`config.mk`:
```
export PLATFORM = sky130hd
export DESIGN_NAME = status_retire_ctrl
export DESIGN_NICKNAME = d
export VERILOG_FILES = /design/src/rtl/status_pkg.sv /design/src/rtl/status_slot.sv /design/src/rtl/status_retire_ctrl.sv
export SDC_FILE = /design/constraint.sdc
export NUM_CORES = 1
export LEC_CHECK = 0
export CORE_MARGIN = 4
export CORE_UTILIZATION = 48
export CTS_BUF_LIST = sky130_fd_sc_hd__clkbuf_2
export DETAILED_ROUTE_END_ITERATION = 10
export PLACE_DENSITY = 0.66
export SYNTH_ARGS = -nofsm -noshare
export SYNTH_HDL_FRONTEND = slang
export SYNTH_SLANG_ARGS = --single-unit
```
`constraint.sdc`:
```
create_clock -name clk_i -period 9.2 [get_ports clk_i]
set_clock_uncertainty 0.1 [all_clocks]
set_input_delay 0.92 -clock clk_i [delete_from_list [all_inputs] [get_ports clk_i]]
set_output_delay 0.92 -clock clk_i [all_outputs]
set_load 0.05 [all_outputs]
```
`src/rtl/status_pkg.sv`:
```
// Shared status-valid definitions: default geometry and the per-slot state encoding
// used by both the producer-side status vector and the retirement controller.
package status_pkg;

    localparam int DEPTH_DEF = 16;
    localparam int IDX_W_DEF = 4;

    typedef struct packed {
        logic valid;
        logic done;
    } slot_state_t;

    localparam slot_state_t SLOT_EMPTY = '{valid: 1'b0, done: 1'b0};

endpackage

```
`src/rtl/status_slot.sv`:
```
// One retirement slot: valid/done flops with allocate, complete and retire controls.
module status_slot
    import status_pkg::*;
(
    input  logic        clk_i,
    input  logic        rsn_i,
    input  logic        set_alloc_i,
    input  logic        set_done_i,
    input  logic        clear_retire_i,
    output slot_state_t state_o
);

    slot_state_t state_q, state_d;

    // Allocation and retire never target the same slot in one cycle (tail != head when not full).
    always_comb begin
        state_d = state_q;
        if (clear_retire_i) begin
            state_d = SLOT_EMPTY;
        end
        if (set_alloc_i) begin
            state_d = '{valid: 1'b1, done: 1'b0};
        end else if (set_done_i) begin
            state_d.done = 1'b1;
        end
    end

    always_ff @(posedge clk_i or negedge rsn_i) begin
        if (!rsn_i) begin
            state_q <= SLOT_EMPTY;
        end else begin
            state_q <= state_d;
        end
    end

    assign state_o = state_q;

endmodule

```
`src/rtl/status_retire_ctrl.sv`:
```
// In-order retirement controller: allocates at the tail, accepts out-of-order completion,
// and drains the oldest completed entry over a valid/ready handshake.
module status_retire_ctrl
    import status_pkg::*;
#(
    parameter int DEPTH = DEPTH_DEF,
    parameter int IDX_W = IDX_W_DEF
) (
    input  logic             clk_i,
    input  logic             rsn_i,
    input  logic             alloc_i,
    output logic             alloc_ready_o,
    output logic [IDX_W-1:0] alloc_idx_o,
    input  logic             done_i,
    input  logic [IDX_W-1:0] done_idx_i,
    output logic             retire_valid_o,
    output logic [IDX_W-1:0] retire_idx_o,
    input  logic             retire_ready_i,
    output logic [IDX_W:0]   count_o,
    output logic             full_o,
    output logic             empty_o,
    output logic             err_o
);

    logic [IDX_W-1:0] head_q, head_d;
    logic [IDX_W-1:0] tail_q, tail_d;
    logic [IDX_W:0]   count_q, count_d;
    logic             err_q, err_d;

    logic [DEPTH-1:0] valid_w;
    logic [DEPTH-1:0] done_w;
    slot_state_t      slot_st [DEPTH];

    logic alloc_fire;
    logic done_ok;
    logic retire_fire;

    assign full_o         = (count_q == (IDX_W+1)'(DEPTH));
    assign empty_o        = (count_q == '0);
    assign alloc_ready_o  = ~full_o;
    assign alloc_idx_o    = tail_q;
    assign retire_idx_o   = head_q;
    assign retire_valid_o = valid_w[head_q] & done_w[head_q];
    assign count_o        = count_q;
    assign err_o          = err_q;

    // A done is legal only on a valid, not-yet-done slot; anything else is a protocol error.
    assign alloc_fire  = alloc_i & alloc_ready_o;
    assign done_ok     = done_i & valid_w[done_idx_i] & ~done_w[done_idx_i];
    assign retire_fire = retire_valid_o & retire_ready_i;

    for (genvar g = 0; g < DEPTH; g++) begin : g_slot
        status_slot u_slot (
            .clk_i          (clk_i),
            .rsn_i          (rsn_i),
            .set_alloc_i    (alloc_fire && (tail_q == IDX_W'(g))),
            .set_done_i     (done_ok && (done_idx_i == IDX_W'(g))),
            .clear_retire_i (retire_fire && (head_q == IDX_W'(g))),
            .state_o        (slot_st[g])
        );
        assign valid_w[g] = slot_st[g].valid;
        assign done_w[g]  = slot_st[g].done;
    end

    always_comb begin
        head_d  = head_q;
        tail_d  = tail_q;
        count_d = count_q;
        err_d   = err_q;
        if (alloc_fire) begin
            tail_d = tail_q + 1'b1;
        end
        if (retire_fire) begin
            head_d = head_q + 1'b1;
        end
        case ({alloc_fire, retire_fire})
            2'b10:   count_d = count_q + 1'b1;
            2'b01:   count_d = count_q - 1'b1;
            default: count_d = count_q;
        endcase
        if (done_i && !done_ok) begin
            err_d = 1'b1;
        end
    end

    always_ff @(posedge clk_i or negedge rsn_i) begin
        if (!rsn_i) begin
            head_q  <= '0;
            tail_q  <= '0;
            count_q <= '0;
            err_q   <= 1'b0;
        end else begin
            head_q  <= head_d;
            tail_q  <= tail_d;
            count_q <= count_d;
            err_q   <= err_d;
        end
    end

endmodule

```
Word-level counts from Yosys, hierarchy flattened:

Index checks and enable logic that the tools add are counted.

* register bits: 46
* logic and storage cells: 257
* output and inout port bits: 18
* bits of input ports: 9

* reduce and logical (&&, ||, !) cells: 87
* multiplexer cells: 73
* equality and inequality tests: 48
* bitwise gates (word level): 7
* add/sub/neg operators: 4
* order comparisons: 2

Operator list (count)
* $eq 4x4->1 const B: 24
* $mux 1: 52
* $logic_and 1x1->1: 49
* $eq 4x3->1 const B: 12
* $reduce_bool 3->1: 16
* $reduce_bool 2->1: 17
* $mux 2: 16
* $eq 4x2->1 const B: 6
* $bmux 1 s4: 4
* $eq 4x1->1 const B: 3
* $logic_not 4->1: 3
* $lt 4x5->1 const B: 2
* $pmux 5 s2: 1
* $add 4x1->4 const B: 2
* $add 5x1->5 const B: 1
* $and 1x1->1: 5
* $eq 5x5->1 const B: 1
* $logic_not 5->1: 1
* $sub 5x1->5 const B: 1
* $eq 2x1->1 const B: 1
* $eq 2x2->1 const B: 1
* $not 1->1: 2
* $logic_not 1->1: 1

Logic depth before layout (Yosys ltp):

Gate-level depths: netlist of the first run.

* depth in word-level cells: 8
* depth in mapped cells: 13
* mapped depth without buffers: 11

Hierarchy:

From an unflattened synthesis of the first run, not the netlist that was laid out.

* cell total of the unflattened synthesis: 315
* area total of the unflattened synthesis: 2925.3 µm²

By module, submodules not included
* status_retire_ctrl: instances 1, area an instance 1644.1 µm², cells an instance 203, sequential area each 350.3 µm²
* status_slot: instances 16, area an instance 80.1 µm², cells an instance 7, sequential area each 50.0 µm²

Least setup slack after synthesis of the first run:

OpenSTA, ideal clock, no wires.

* path type: reg2reg
* from: register count_q[0] (netlist: count_o[0])
* to: register count_q[4] (netlist: count_o[4])
* buffers on the path: 2
* arrival: 3.382 ns
* data required time: 8.955 ns
* path slack: 5.573 ns
* period minus slack after synthesis: 3.627 ns
* setup time: 0.145 ns
* cell stages (with the launch flop): 14
* path through: dfrtp_1 nor4_1 nand2_1 and2_1 clkbuf_1 buf_1 inv_1 ha_1 fa_1 a21o_1 a21oi_1 xor2_1 nor2_1 xor2_1

* cells in the longest elaborated chain, start to end: 5
* elaborated cells on any way between the ends: 9
* classes of those cells: add/sub: 2; eq/ne: 3; mux: 1; bitwise: 2; reduce/logical: 1

Ends and longest elaborated chain
* start: declaration: line status_retire_ctrl.sv:27 `logic [IDX_W:0] count_q, count_d;`
* start signal: assignment: line status_retire_ctrl.sv:95 `count_q <= count_d;`
* $eq 5x5->1 *: line status_retire_ctrl.sv:38 `assign full_o = (count_q == (IDX_W+1)'(DEPTH));`
* $not 1->1 *: line status_retire_ctrl.sv:40 `assign alloc_ready_o = ~full_o;`
* via alloc_ready_o: line status_retire_ctrl.sv:12 `output logic alloc_ready_o,`
* $and 1x1->1 *: line status_retire_ctrl.sv:48 `assign alloc_fire = alloc_i & alloc_ready_o;`
* $eq 2x1->1 / $eq 2x2->1 (equally long branches): line status_retire_ctrl.sv:76 `case ({alloc_fire, retire_fire})`
* $pmux 5 s2 / $reduce_bool 2->1 (equally long branches)

The timed path passes the listed nets; every way through them passes the cells marked *.
A chain may end at the register's enable or synchronous reset.

Worst setup path after layout of the first run:

* from: register head_q[0] (netlist: retire_idx_o[0])
* to: output retire_valid_o

* cells in the longest elaborated chain, start to end: 3
* elaborated cells on any way between the ends: 5
* classes of those cells: mux: 4; bitwise: 1

Ends and longest elaborated chain
* start: declaration: line status_retire_ctrl.sv:25 `logic [IDX_W-1:0] head_q, head_d;`
* start signal: assignment: line status_retire_ctrl.sv:88 `head_q <= '0;`
* start signal: assignment: line status_retire_ctrl.sv:93 `head_q <= head_d;`
* $bmux 1 s4: line status_retire_ctrl.sv:43 `assign retire_valid_o = valid_w[head_q] & done_w[head_q];`
* $mux 1 (not written as such): line status_retire_ctrl.sv:43
* $and 1x1->1 *: line status_retire_ctrl.sv:43
* end: declaration: line status_retire_ctrl.sv:16 `output logic retire_valid_o,`

Mark *: on every way between the ends. The rest lies on a longest branch, timed or not. The select of a mux whose other input is x is not followed.

==> key figures, run 1 <==
Critical path
  – Worst r2r path cells: 11
  – CP endpoint kind: output port
  – Reg2reg setup slack: approximately 5.4 ns
  – CP Cell Sequence: inv_2, mux4_2, or3_1, nand4_1, clkdlybuf4s50_1
  – Critical Path End: retire_valid_o
  – Critical Path Start: retire_idx_o[0]
  – Crit Path Max Fanout: 10
  – Kind of critical path: reg2out
  – CP top delay family: buffers and inverters
  – Critical path required time: 8.18 ns
  – FF-to-FF Start: retire_idx_o[0]
  – Arrival time worst endpoint: 3.26 ns
  – Delay of the slowest critical-path stage: 0.84 ns
  – Worst r2r dst: count_o[4]
  – Crit path buf inv count: 2
  – Slowest cell on crit path: clkdlybuf4s50_1
  – Startpoint types: flop
  – WP depth: 5

Clock network
  – Clock root cell: clkbuf_2
  – Clock latency on the worst-skew pair: 0.43 ns
  – TritonCTS clock tree: done
  – Num CTS Buffers: 5
  – Clock sink count: 46
  – Max Root-Sink Buffers: 2
  – Cts hold-fix bufs: 0
  – Postcts setup bufs: 0
  – Clk pin slew, worst setup/hold paths: about 0.25 ns
  – H-tree depth: 2
  – Cts repair resizes: 0

Global route
  – Met1 Track Usage GR: 30.5%
  – Met3 usage: 4.07%
  – Vias in the first global route: 2243
  – Total gr overflow: 0
  – Initial antenna violation count: 0
  – Gr usage total: 21.3%
  – Global-route wire length before repair: 11900 um
  – Grt peak-use layer: met2
  – Largest net degree at the start of global routing: 47
  – Met2 GRT Util: about a third

Timing
  – Max-slew headroom: between 15 and 20%
  – Finish-stage setup viols: 0
  – Final Hold Viols: 0
  – Tightest Pin Transition: 1.23 ns
  – Final Cycle Share: 46.5%
  – FMAX: between 200 and 250 MHz
  – WHS: 0.436 ns
  – Final Critical Period: 4.28 ns
  – Final Max Slew Viols: 0
  – RSZ-0062 raised after global routing: false
  – TNS Setup: 0 ns

Cells and area
  – Fill cell count: 525
  – Final #Nets: between 300 and 400
  – Diode count: 0
  – Area of the multi-input gates: 1400 um^2
  – Register area: 1150 um^2
  – Most common cell after layout, fill and taps aside: nand2_1
  – Area Overhead vs Synth: 13.8%
  – Fin area: a little over 3000 um^2
  – Most frequent cells in the layout: nand2_1, dfrtp_1, o21ai_0
  – Fin cells: around 380
  – Share of cells above drive strength 1: 6.11%

Flow run
  – Max_cap viols: 0

Detailed routing
  – Routed WL: between 7000 and 8000 um
  – Vias: roughly 2400
  – Drt drc: 0
  – DR WL/cell: 18.5 um
  – Iter 0 DRT Violations: 216
  – Routed vias/inst: 6.19
  – Post-route ant nets: 0
  – DRT Pass-1 Iters: 5

Yosys
  – Syn. warnings: 0
  – Mapped Nets: 310
  – Number of synthesized flops with an enable pin: 0
  – Mean Syn Cell Area: 9.38 um^2
  – Main synth FF type: dfrtp_1
  – Gate Count Post-Synth: 288
  – Seq/Total Area, Yosys: between 40% and 50%
  – Post-synth cell types: 45
  – Async S/R FF share, synth: 100%
  – Synth top area cells: dfrtp_1, o21ai_0, nand2_1
  – Post-synth top area cell: dfrtp_1
  – Mapped cell area: 2700 um^2
  – Share of the synthesized area in the top cell type: 42.6%
  – #FFs+latches synth: 46

Placed design
  – Placed Area: around 3000 um^2
  – Detailed placement HPWL: 4930 um
  – Cell count after placement: roughly 380
  – # port buffers: 26
  – Gpl congestion: 0.970

Die
  – Core Box Area: approximately 5500 um^2
  – Initial Util: 49.4%
  – Row count: 27
  – Die Area: 6890 um^2
  – Die W: 83.0 um
  – Io pins: 27
  – Die Ht: 83.0 um

Outcome
  – Outcome: finished, final reports clean

Power
  – Maximum VDD drop: 0.259 mV
  – Lkg Pwr: around 1.2 nW
  – Power per cell area: around 370 nW/um^2

Hold path
  – Worst min-delay path category: reg2reg
  – HP Start: err_o
-- worst min path at each step --
stage / to / slack [ns] / cells after the start
after floorplan: g_slot[12].u_slot.state_o[1] / 0.39 / 2
after global placement: err_o / 0.37 / 1
after detailed placement: err_o / 0.37 / 1
after CTS: err_o / 0.42 / 1
after global routing: err_o / 0.45 / 1
final: err_o / 0.44 / 1
-- cells in the mapped netlist, types with 2 or more instances --
| cell type | number |
|---|---|
| nor3b_1 | 9 |
| xor2_1 | 3 |
| nor4_1 | 2 |
| buf_1 | 2 |
| nand3_1 | 6 |
| nand2_1 | 52 |
| a2111oi_0 | 4 |
| o211ai_1 | 4 |
| xnor2_1 | 6 |
| nor2b_1 | 2 |
| or3_1 | 2 |
| a21o_1 | 3 |
| nor2_1 | 5 |
| nand4_1 | 4 |
| o2111ai_1 | 2 |
| a31oi_1 | 4 |
| a311oi_1 | 4 |
| a2bb2oi_1 | 8 |
| o31ai_1 | 4 |
| mux2i_1 | 2 |
| inv_2 | 2 |
| a21boi_0 | 3 |
| clkbuf_1 | 7 |
| inv_1 | 17 |
| a21oi_1 | 3 |
| ha_1 | 12 |
| a32oi_1 | 5 |
| o21a_1 | 2 |
| buf_6 | 2 |
| dfrtp_1 | 46 |
| mux4_2 | 3 |
| o21ai_0 | 45 |
-- layer usage --
metal | vias up | part of all wire, %
li1 | 1087 | -
met1 | 1173 | 46
met2 | 94 | 46
met3 | 18 | 5.5
met4 | 0 | 2.7
met5 | - | 0
-- area by class of cell --
| cell class | instances | share of cell area [%] |
|---|---|---|
| clock buffer | 5 | 0.814 |
| sequential | 46 | 37.5 |
| timing repair buffer | 28 | 8.79 |
| inverter | 19 | 2.32 |
| clock inverter | 3 | 2.08 |
| tap | 72 | 2.93 |
| multi-input combinational | 210 | 45.6 |
-- registers in the layout (all words and copies together) (netlist names) --
signal and count:
alloc_idx_o 4, count_o 5, err_o 1, g_slot.u_slot.state_o 32, retire_idx_o 4
-- metrics by stage --
step | setup WS (ns) | power, mW | util (%)
floorplan | 5.57 | 0.827 | -
detailed placement | 5.45 | 1.00 | 54.5
global placement | 5.52 | 0.998 | 54.5
global route | 4.79 | 1.23 | 56.2
finish | 4.92 | 1.14 | 56.2
CTS | 4.94 | 1.14 | 56.2
-- worst register-to-register path: stages (launching register included) --
cell and delay [ns]:
dfrtp_1 0.56, inv_2 0.21, mux4_2 0.54, or3_1 0.50
a41oi_4 0.40, ha_1 0.35, ha_1 0.31, a21o_1 0.17
a21oi_1 0.16, xor2_1 0.17, nor2_1 0.07, xor2_1 0.14
-- power breakdown --
group	total, mW	switching (mW)	leakage (nW)	internal (mW)
sequential	0.414	0.119	0.542	0.295
clock	0.138	0.0662	0.0506	0.0723
combinational	0.592	0.357	0.632	0.235
-- logic make-up after synthesis --
logic type	count (synthesis)	synth area share, %
AO/OA/AOI/OAI	94	23.4
AND/OR/NAND/NOR	87	15.1
flip-flops	46	42.6
buffers and inverters	32	5.51
adder cells (fa/ha/maj)	13	6.30
XOR/XNOR	9	2.92
multiplexers	7	4.21
(Power assumes the default switching activity.)
==> run 2, diff against run 1 <==
Clock period 9.2 ns to 4.1 ns, I/O delays scaled along.
==> run 2 against run 1 <==
  * Worst hold slack worse by 0.39 ns
  * Cell area decreased by 0.98%
  * Die area stayed put
  * Count of clock-buffer cells in the layout stayed put
  * Core utilization decreased by 0.55 points
  * Power is 110% higher
  * Combinational power up 130%
  * Critical path depth unchanged
  * Global-route usage is 0.44 points lower
  * Via count is 1.1% lower
  * Clock power grew 26%
  * Setup slack lost 4.5 ns
==> key figures, run 2 (synthesized netlist as in run 1, its figures left out) <==
Critical path
  – Crit Path Max Fanout: 10
  – Slowest cell on crit path: clkdlybuf4s50_1
  – Reg2reg setup slack: 0.46 ns
  – Critical path required time: 3.59 ns
  – Worst r2r path cells: 11
  – CP Cell Sequence: inv_2, mux4_2, or3_1, nand4_1, clkdlybuf4s50_1
  – Crit path buf inv count: 2
  – FF-to-FF Start: retire_idx_o[0]
  – Arrival time worst endpoint: 3.21 ns
  – Worst r2r dst: count_o[4]
  – Startpoint types: flop
  – Delay of the slowest critical-path stage: 0.82 ns
  – CP top delay family: buffers and inverters
  – Kind of critical path: reg2out
  – CP endpoint kind: output port

Cells and area
  – Most common cell after layout, fill and taps aside: nand2_1
  – Max reg flops: 32
  – Share of cells above drive strength 1: 6.71%
  – Most frequent cells in the layout: nand2_1, dfrtp_1, o21ai_0
  – Fill cell count: 520
  – Final #Nets: 336
  – Area Overhead vs Synth: 12.6%
  – Final core utilization: 55.6%
  – Diode count: 0

Global route
  – Total gr overflow: 0
  – Vias in the first global route: 2281
  – Gr usage total: a little over a fifth
  – Global-route wire length before repair: 11600 um
  – Largest net degree at the start of global routing: 47
  – Initial antenna violation count: 0

Detailed routing
  – Routed WL: 6920 um
  – DR WL/cell: 18.0 um
  – Met2 WL: 3110 um
  – Metal-1 WL: 3210 um
  – Post-route ant nets: 0
  – DR top layer: met4
  – Routed vias/inst: between 6 and 7
  – DRT Pass-1 Iters: 5
  – Iter 0 DRT Violations: between 200 and 250
  – Met3 wire length: 396 um
  – Vias: 2347
  – Drt drc: 0

Clock network
  – Clock sink count: 46
  – Postcts setup bufs: 0
  – Max Root-Sink Buffers: 2
  – Num CTS Buffers: 5
  – Clock root cell: clkbuf_2
  – H-tree depth: 2
  – Cts repair resizes: 0
  – Clk pin slew, worst setup/hold paths: 0.22 ns
  – Cts hold-fix bufs: 0
  – TritonCTS clock tree: done
  – Clock latency on the worst-skew pair: 0.41 ns

Die
  – Core Box Area: 5470 um^2
  – Die Area: 6890 um^2
  – Row count: 27
  – Initial Util: 49.4%
  – Io pins: 27
  – Die W: 83.0 um
  – Die Ht: 83.0 um

Timing
  – Finish-stage setup viols: 0
  – Final Critical Period: 3.72 ns
  – Final Max Slew Viols: 0
  – RSZ-0062 raised after global routing: false
  – Max-slew headroom: between 30 and 40%
  – TNS Setup: 0 ns
  – Final WS setup: 0.384 ns
  – Final Hold Viols: 0
  – Final Cycle Share: 90.6%
  – FMAX: 269 MHz
  – Tightest Pin Transition: between 1 and 1.5 ns

Power
  – Maximum VDD drop: around 0.5 mV
  – Power per cell area: ~800 nW/um^2
  – Lkg Pwr: 1.22 nW

Placed design
  – Gpl congestion: 0.898
  – # port buffers: 26
  – Detailed placement HPWL: ~4900 um
  – Setup slack at placement: around 0.51 ns

Outcome
  – Outcome: finished, final reports clean

Hold path
  – Worst min-delay path category: in2async

Flow run
  – Max_cap viols: 0
[run 2: final cells by class]
class                   instances  area [um^2]  area share, %
repair buffers                 32          300           9.87
clock buffers                   5         25.0          0.822
multi-input cells             210         1400           46.1
well taps                      72         90.1           2.96
flip-flops and latches         46         1150           37.8
clock inverters                 1         3.75          0.123
inverters                      19         71.3           2.34
[run 2: worst register-to-register path, cell delays in order (launching register included)]
cell	delay, ns
dfrtp_1	0.54
inv_2	0.20
mux4_2	0.55
or3_1	0.50
a41oi_4	0.34
ha_1	0.34
ha_1	0.32
a21o_1	0.17
a21oi_1	0.16
xor2_1	0.15
nor2_1	0.06
xor2_1	0.14
[run 2: worst max path at each step]
| stage | start | to | slack (ns) | cells after the start |
|---|---|---|---|---|
| after floorplan | count_o[0] | count_o[4] | 0.47 | 13 |
| after global placement | retire_idx_o[0] | count_o[4] | 0.59 | 11 |
| after detailed placement | retire_idx_o[0] | count_o[4] | 0.51 | 11 |
| after CTS | retire_idx_o[0] | retire_valid_o | 0.42 | 5 |
| after global routing | retire_idx_o[0] | retire_valid_o | 0.28 | 5 |
| final | retire_idx_o[0] | retire_valid_o | 0.38 | 5 |
[run 2: per-layer routing]
layer,vias up,GRT usage [%]
li1,1088,-
met1,1138,30.8
met2,102,30.2
met3,19,3.77
met4,0,8.17
met5,-,0
[run 2: power by group]
| group | internal [mW] | switching, mW | total, mW |
|---|---|---|---|
| combinational | 0.537 | 0.828 | 1.37 |
| clock | 0.0339 | 0.140 | 0.174 |
| sequential | 0.661 | 0.238 | 0.900 |
[run 2: through the flow]
step / total power [mW] / cell area [um^2] / cells / hold slack (ns)
floorplan: 1.86 / 2700 / 288 / 0.0144
global placement: 2.25 / 3010 / 379 / 0.356
detailed placement: 2.26 / 3010 / 379 / 0.356
CTS: 2.43 / 3040 / 385 / 0.0691
global route: 2.62 / 3040 / 385 / 0.102
finish: 2.44 / 3040 / 385 / 0.0511
